--- config.mk ---
export PLATFORM = sky130hd
export DESIGN_NAME = uart_tx
export DESIGN_NICKNAME = d
export VERILOG_FILES = /design/src/rtl/uart_tx.sv
export SDC_FILE = /design/constraint.sdc
export NUM_CORES = 1
export LEC_CHECK = 0
export CORE_UTILIZATION = 60
export DETAILED_ROUTE_END_ITERATION = 10
export GPL_ROUTABILITY_DRIVEN = 1
export GPL_TIMING_DRIVEN = 0
export PLACE_DENSITY = 0.83
export SKIP_LAST_GASP = 1
export SLEW_MARGIN = 20
export SYNTH_ARGS = -nofsm -noshare
export SYNTH_HDL_FRONTEND = slang
export SYNTH_SLANG_ARGS = --single-unit
export TNS_END_PERCENT = 20
--- constraint.sdc ---
create_clock -name clk -period 6.3 [get_ports clk]
set_input_delay 0.945 -clock clk [delete_from_list [all_inputs] [get_ports clk]]
set_output_delay 0.945 -clock clk [all_outputs]
set_load 0.01 [all_outputs]
--- src/rtl/uart_tx.sv ---
// UART transmitter: pops bytes from the TX FIFO and shifts them out as 8N1 frames.
// Define UART_TX_PARITY_EN to insert an even-parity bit (8E1, 11-bit frame).
module uart_tx #(
  parameter int CLK_FREQ  = 100_000_000,
  parameter int BAUD_RATE = 9600
) (
  input  logic       clk,
  input  logic       rst,
  input  logic       empty,
  input  logic [7:0] pop_data,
  output logic       pop,
  output logic       tx,
  output logic       busy,
  output logic       tx_done
);

  localparam int BIT_CYCLES = CLK_FREQ / BAUD_RATE;
  localparam int CNT_W      = $clog2(BIT_CYCLES);
  localparam logic [CNT_W-1:0] CNT_LAST = CNT_W'(BIT_CYCLES - 1);

  typedef enum logic [2:0] {
    S_IDLE   = 3'd0,
    S_START  = 3'd1,
    S_DATA   = 3'd2,
`ifdef UART_TX_PARITY_EN
    S_PARITY = 3'd3,
`endif
    S_STOP   = 3'd4
  } state_t;

  state_t           state_q, state_d;
  logic [CNT_W-1:0] cnt_q, cnt_d;
  logic [2:0]       idx_q, idx_d;
  logic [7:0]       shift_q, shift_d;
  logic             tx_q, tx_d;
  logic             pop_q, pop_d;
  logic             busy_q, busy_d;
  logic             done_q, done_d;
  logic             bit_end;

  always_ff @(posedge clk) begin
    if (rst) begin
      state_q <= S_IDLE;
      cnt_q   <= '0;
      idx_q   <= '0;
      shift_q <= '0;
      tx_q    <= 1'b1;
      pop_q   <= 1'b0;
      busy_q  <= 1'b0;
      done_q  <= 1'b0;
    end else begin
      state_q <= state_d;
      cnt_q   <= cnt_d;
      idx_q   <= idx_d;
      shift_q <= shift_d;
      tx_q    <= tx_d;
      pop_q   <= pop_d;
      busy_q  <= busy_d;
      done_q  <= done_d;
    end
  end

  assign bit_end = (cnt_q == CNT_LAST);

  always_comb begin
    state_d = state_q;
    cnt_d   = cnt_q;
    idx_d   = idx_q;
    shift_d = shift_q;
    tx_d    = tx_q;
    pop_d   = 1'b0;
    busy_d  = busy_q;
    done_d  = 1'b0;

    case (state_q)
      S_IDLE: begin
        if (!empty) begin
          shift_d = pop_data;
          state_d = S_START;
          tx_d    = 1'b0;
          busy_d  = 1'b1;
          pop_d   = 1'b1;
          cnt_d   = '0;
          idx_d   = '0;
        end
      end

      S_START: begin
        if (bit_end) begin
          cnt_d   = '0;
          idx_d   = '0;
          state_d = S_DATA;
          tx_d    = shift_q[0];
        end else begin
          cnt_d = cnt_q + 1'b1;
        end
      end

      S_DATA: begin
        if (bit_end) begin
          cnt_d = '0;
          if (idx_q == 3'd7) begin
`ifdef UART_TX_PARITY_EN
            state_d = S_PARITY;
            tx_d    = ^shift_q;
`else
            state_d = S_STOP;
            tx_d    = 1'b1;
`endif
          end else begin
            idx_d = idx_q + 3'd1;
            tx_d  = shift_q[idx_q + 3'd1];
          end
        end else begin
          cnt_d = cnt_q + 1'b1;
        end
      end

`ifdef UART_TX_PARITY_EN
      S_PARITY: begin
        if (bit_end) begin
          cnt_d   = '0;
          state_d = S_STOP;
          tx_d    = 1'b1;
        end else begin
          cnt_d = cnt_q + 1'b1;
        end
      end
`endif

      S_STOP: begin
        if (bit_end) begin
          cnt_d  = '0;
          idx_d  = '0;
          done_d = 1'b1;
          // Chain straight into the next frame so back-to-back bytes have no idle gap
          if (!empty) begin
            shift_d = pop_data;
            state_d = S_START;
            tx_d    = 1'b0;
            pop_d   = 1'b1;
          end else begin
            state_d = S_IDLE;
            busy_d  = 1'b0;
          end
        end else begin
          cnt_d = cnt_q + 1'b1;
        end
      end

      default: begin
        state_d = S_IDLE;
        tx_d    = 1'b1;
        busy_d  = 1'b0;
        cnt_d   = '0;
      end
    endcase
  end

  assign pop     = pop_q;
  assign tx      = tx_q;
  assign busy    = busy_q;
  assign tx_done = done_q;

endmodule

==> results.tsv <==
stage	metric	value	unit
sta	finalSetupTns	0	ns
layout	drive_above_1_share	0.09360	
power	net_switching_power_figure	0.09982	mW
sta	maxSlewViolCount	0	
layout	nNetsFinal	216	
grt	grt_start_max_net_pins	11	
sta	min_clock_period_post_route	2.676	ns
yosys	synth_top_family_by_area	simple AND/OR/NAND/NOR gates	
grt	grt_pass1_wl	5375	um
yosys	yosys-top-cells-area	sky130_fd_sc_hd__dfxtp_1 40%, sky130_fd_sc_hd__mux2i_1 8.2%, sky130_fd_sc_hd__nor2_1 6.8%	
power	p_clk_frac	0.416	
sta	clock-skew-final	0.01437	ns
yosys	netlist_instances	181	
yosys	compound_gate_portion_of_the_synthesized_area	0.1156	
clocking	post-cts-setup-buffers	0	
critical_path	worst_path_slowest_cell	sky130_fd_sc_hd__clkdlybuf4s50_1	
power	part_of_the_power_in_combinational_logic	0.096	
detailed_routing	drt-initial-drc-count	32	
yosys	share_of_the_yosys_chip_area_belonging_to_registers	0.4025	
power	power-per-cell-area	232.7	nW/um^2
clocking	cts_inserted_buffers	5	
yosys	synth.ff_latch_count	32	
floorplanning	die_width	53.50	um
clocking	cts_root_buffer	sky130_fd_sc_hd__clkbuf_4	
floorplanning	core_area	2500	sq um
floorplanning	initial_util	0.6366	
layout	area.sequential	640.6	sq um
job	cap_viol_max_count	0	
layout	post-route-cell-area	1864	sq um
floorplanning	num_rows	18	
floorplanning	die_y	53.50	um
critical_path	path_cells	clkdlybuf4s50_1, nor4b_2, nor3_1, and4b_1, o21ai_0, a21oi_1	
critical_path	timing.critical_path.from_type	input pin	
clocking	clock_insertion_delay_worst_skew	0.36	ns
power	power_leakage	0.6649	nW
clocking	clkTransAtPathRegs	0.11	ns
place	io_buffer_count	14	
grt	grtUsageTotal	0.2701	
sta	report.final.hold_viol_count	0	
layout	antenna_cells_inserted	0	
clocking	htree_num_levels	2	
outcome	status	finished clean	
detailed_routing	vias	1379	
place	placed_cell_area	1769	sq um
clocking	postCtsResizedCells	0	
sta	maximum_clock_frequency	373.7	MHz
place	post-dp-hpwl	2457	um
layout	mostFrequentLayoutCells	32 x sky130_fd_sc_hd__dfxtp_1, 29 x sky130_fd_sc_hd__nor2_1, 14 x sky130_fd_sc_hd__clkdlybuf4s50_1, 13 x sky130_fd_sc_hd__mux2i_1, 12 x sky130_fd_sc_hd__xor2_1	
layout	fin_cells	233	
yosys	syn_area	1592	sq um
yosys	synth-xor-area-share	0.06604	
sta	slew_headroom	0.5552	
worst_hold_path	timing.hold.worst.class	register to register	
detailed_routing	post-route-drc-count	0	
yosys	post_synth_fa_ha_maj_area_fraction	0.02358	
power	netSwitchingFraction	0.2301	
place	place.detailed.instances	225	
yosys	ys_async_sr_fraction	0	
detailed_routing	drt.antenna.violating_nets	0	
critical_path	timing.critical_path.fanout_max	7	
sta	rsz_0062_raised_after_global_routing	false	
critical_path	cp.required	6.53	ns
yosys	number_of_distinct_library_cells_after_synthesis	39	
grt	grt_antenna_before_repair	0	
floorplanning	die_area	2862	sq um
clocking	cts_hold_fix_bufs	0	
clocking	tritoncts	yes	
power	power_report.internal_total	0.3340	mW
yosys	syn-mean-instance-area	8.793	sq um
critical_path	worstSetupEndpointType	register	
clocking	cts_sinks	32	
sta	min_period_over_period	0.4247	
place	setup_ws_pre_cts	3.277	ns
layout	multi_input_gate_area_in_the_final_layout	888.4	sq um
critical_path	timing.setup.critical_path_class	input pin to register	
sta	setup-violations-final	0	
layout	post-route-util	0.7457	
yosys	syn_nets	195	
critical_path	slowest_delay	0.61	ns
yosys	ys_warn_count	0	
yosys	synth_area_leader_cell	sky130_fd_sc_hd__dfxtp_1	
floorplanning	io-pin-count	15	
layout	syn_to_final_growth	17.14	%
critical_path	cp_arrival	2.90	ns
yosys	post_synth_mux_area_share	0.09591	
detailed_routing	detail_route.first_pass.iterations	4	
detailed_routing	postRouteWirelength	3354	um
critical_path	r2r_slack	3.68	ns
yosys	synthSimpleGateAreaFrac	0.2571	
detailed_routing	routedWlPerCell	14.39	um
power	share_seq_of_total_power	0.489	
place	gpl.final_weighted_congestion	0.8771	
grt	via_count_of_the_first_global_routing_pass	1234	
sta	finalWorstSetupSlack	3.624	ns
power	power.ir.vdd_worst	0.1949	mV
layout	leading_cell_type_in_the_layout_fill_and_taps_excluded	sky130_fd_sc_hd__dfxtp_1	
yosys	synth_edf_count	0	
yosys	synth_top_area_frac	0.4025	
detailed_routing	routed_via_density	5.918	
clocking	cts_max_path_buffers	2	
sta	tightestPinTransition	0.6617	ns
grt	grt_overflow_total	0	
yosys	synth-main-ff-cell	sky130_fd_sc_hd__dfxtp_1	
layout	fillers	186	
==> per-layer routing <==
layer,vias up,part of all wire,global-route usage
met5,-,0,0
met4,0,0.023,0.1491
met3,8,0.044,0.06034
met2,37,0.49,0.4500
met1,647,0.44,0.3172
li1,687,-,-
==> logic make-up (layout without fill, tap and decap cells) <==
group                    count (synthesis)  count (layout)
flip-flops                              32              32
multiplexers                            14              14
XOR/XNOR                                12              12
buffers and inverters                   14              36
AO/OA/AOI/OAI                           29              29
AND/OR/NAND/NOR                         77              77
adder cells (fa/ha/maj)                  3               3
==> power groups by stage <==
stage / logic, mW / registers, mW / clock network, mW
after CTS: 0.0415 / 0.212 / 0.180
after floorplan: 0.0249 / 0.216 / 0
final: 0.0415 / 0.212 / 0.180
after detailed placement: 0.0414 / 0.217 / 0
after global placement: 0.0397 / 0.216 / 0
after global routing: 0.0458 / 0.213 / 0.188
==> registers in the layout (all words and copies together), names as in the netlist <==
| name | cells |
|---|---|
| busy | 1 |
| pop | 1 |
| cnt_q | 14 |
| idx_q | 3 |
| tx_done | 1 |
| state_q | 3 |
| tx | 1 |
| shift_q | 8 |
==> area by class of cell <==
cell class | instances | share of cell area
multi-input cells | 135 | 0.4765
clock buffers | 7 | 0.03490
clock inverters | 1 | 0.01611
plain buffers | 12 | 0.02953
inverters | 2 | 0.004027
flip-flops and latches | 32 | 0.3436
well taps | 30 | 0.02013
repair buffers | 14 | 0.07517
==> worst paths after layout <==
kind	cells after the start	to	start
worst min register to register	2	cnt_q[1]	cnt_q[1]
worst max register to register	6	cnt_q[7]	cnt_q[4]
worst max-delay path	6	cnt_q[9]	empty
worst min-delay path	2	cnt_q[1]	cnt_q[1]
==> critical path: cells and delay by family <==
kind,cells,cell delay (ns)
compound gates,2,0.23
buf+inv,1,0.61
simple gates,3,1.11
==> stage by stage <==
| stage | power (mW) | hold slack, ns |
|---|---|---|
| 2_1_floorplan | 0.2411 | 0.4440 |
| 3_3_place_gp | 0.2557 | 0.4505 |
| 3_5_place_dp | 0.2580 | 0.4821 |
| 4_1_cts | 0.4334 | 0.4868 |
| 5_1_grt | 0.4463 | 0.5233 |
| 6_report | 0.4338 | 0.4873 |
==> Yosys cell counts (2+ instances only) <==
cell and n:
sky130_fd_sc_hd__a211oi_1 2, sky130_fd_sc_hd__a21oi_1 10, sky130_fd_sc_hd__a22oi_1 2, sky130_fd_sc_hd__a31oi_1 2, sky130_fd_sc_hd__and3_1 2, sky130_fd_sc_hd__buf_2 2
sky130_fd_sc_hd__clkbuf_1 9, sky130_fd_sc_hd__dfxtp_1 32, sky130_fd_sc_hd__ha_1 3, sky130_fd_sc_hd__inv_1 2, sky130_fd_sc_hd__mux2i_1 13, sky130_fd_sc_hd__nand2_1 8
sky130_fd_sc_hd__nand2b_1 4, sky130_fd_sc_hd__nand3_1 5, sky130_fd_sc_hd__nand4_1 6, sky130_fd_sc_hd__nor2_1 29, sky130_fd_sc_hd__nor2b_1 3, sky130_fd_sc_hd__nor3_1 6
sky130_fd_sc_hd__nor4_1 3, sky130_fd_sc_hd__o21ai_0 6, sky130_fd_sc_hd__or3b_2 3, sky130_fd_sc_hd__xor2_1 12
No activity file was read; power rests on OpenSTA's default activity.
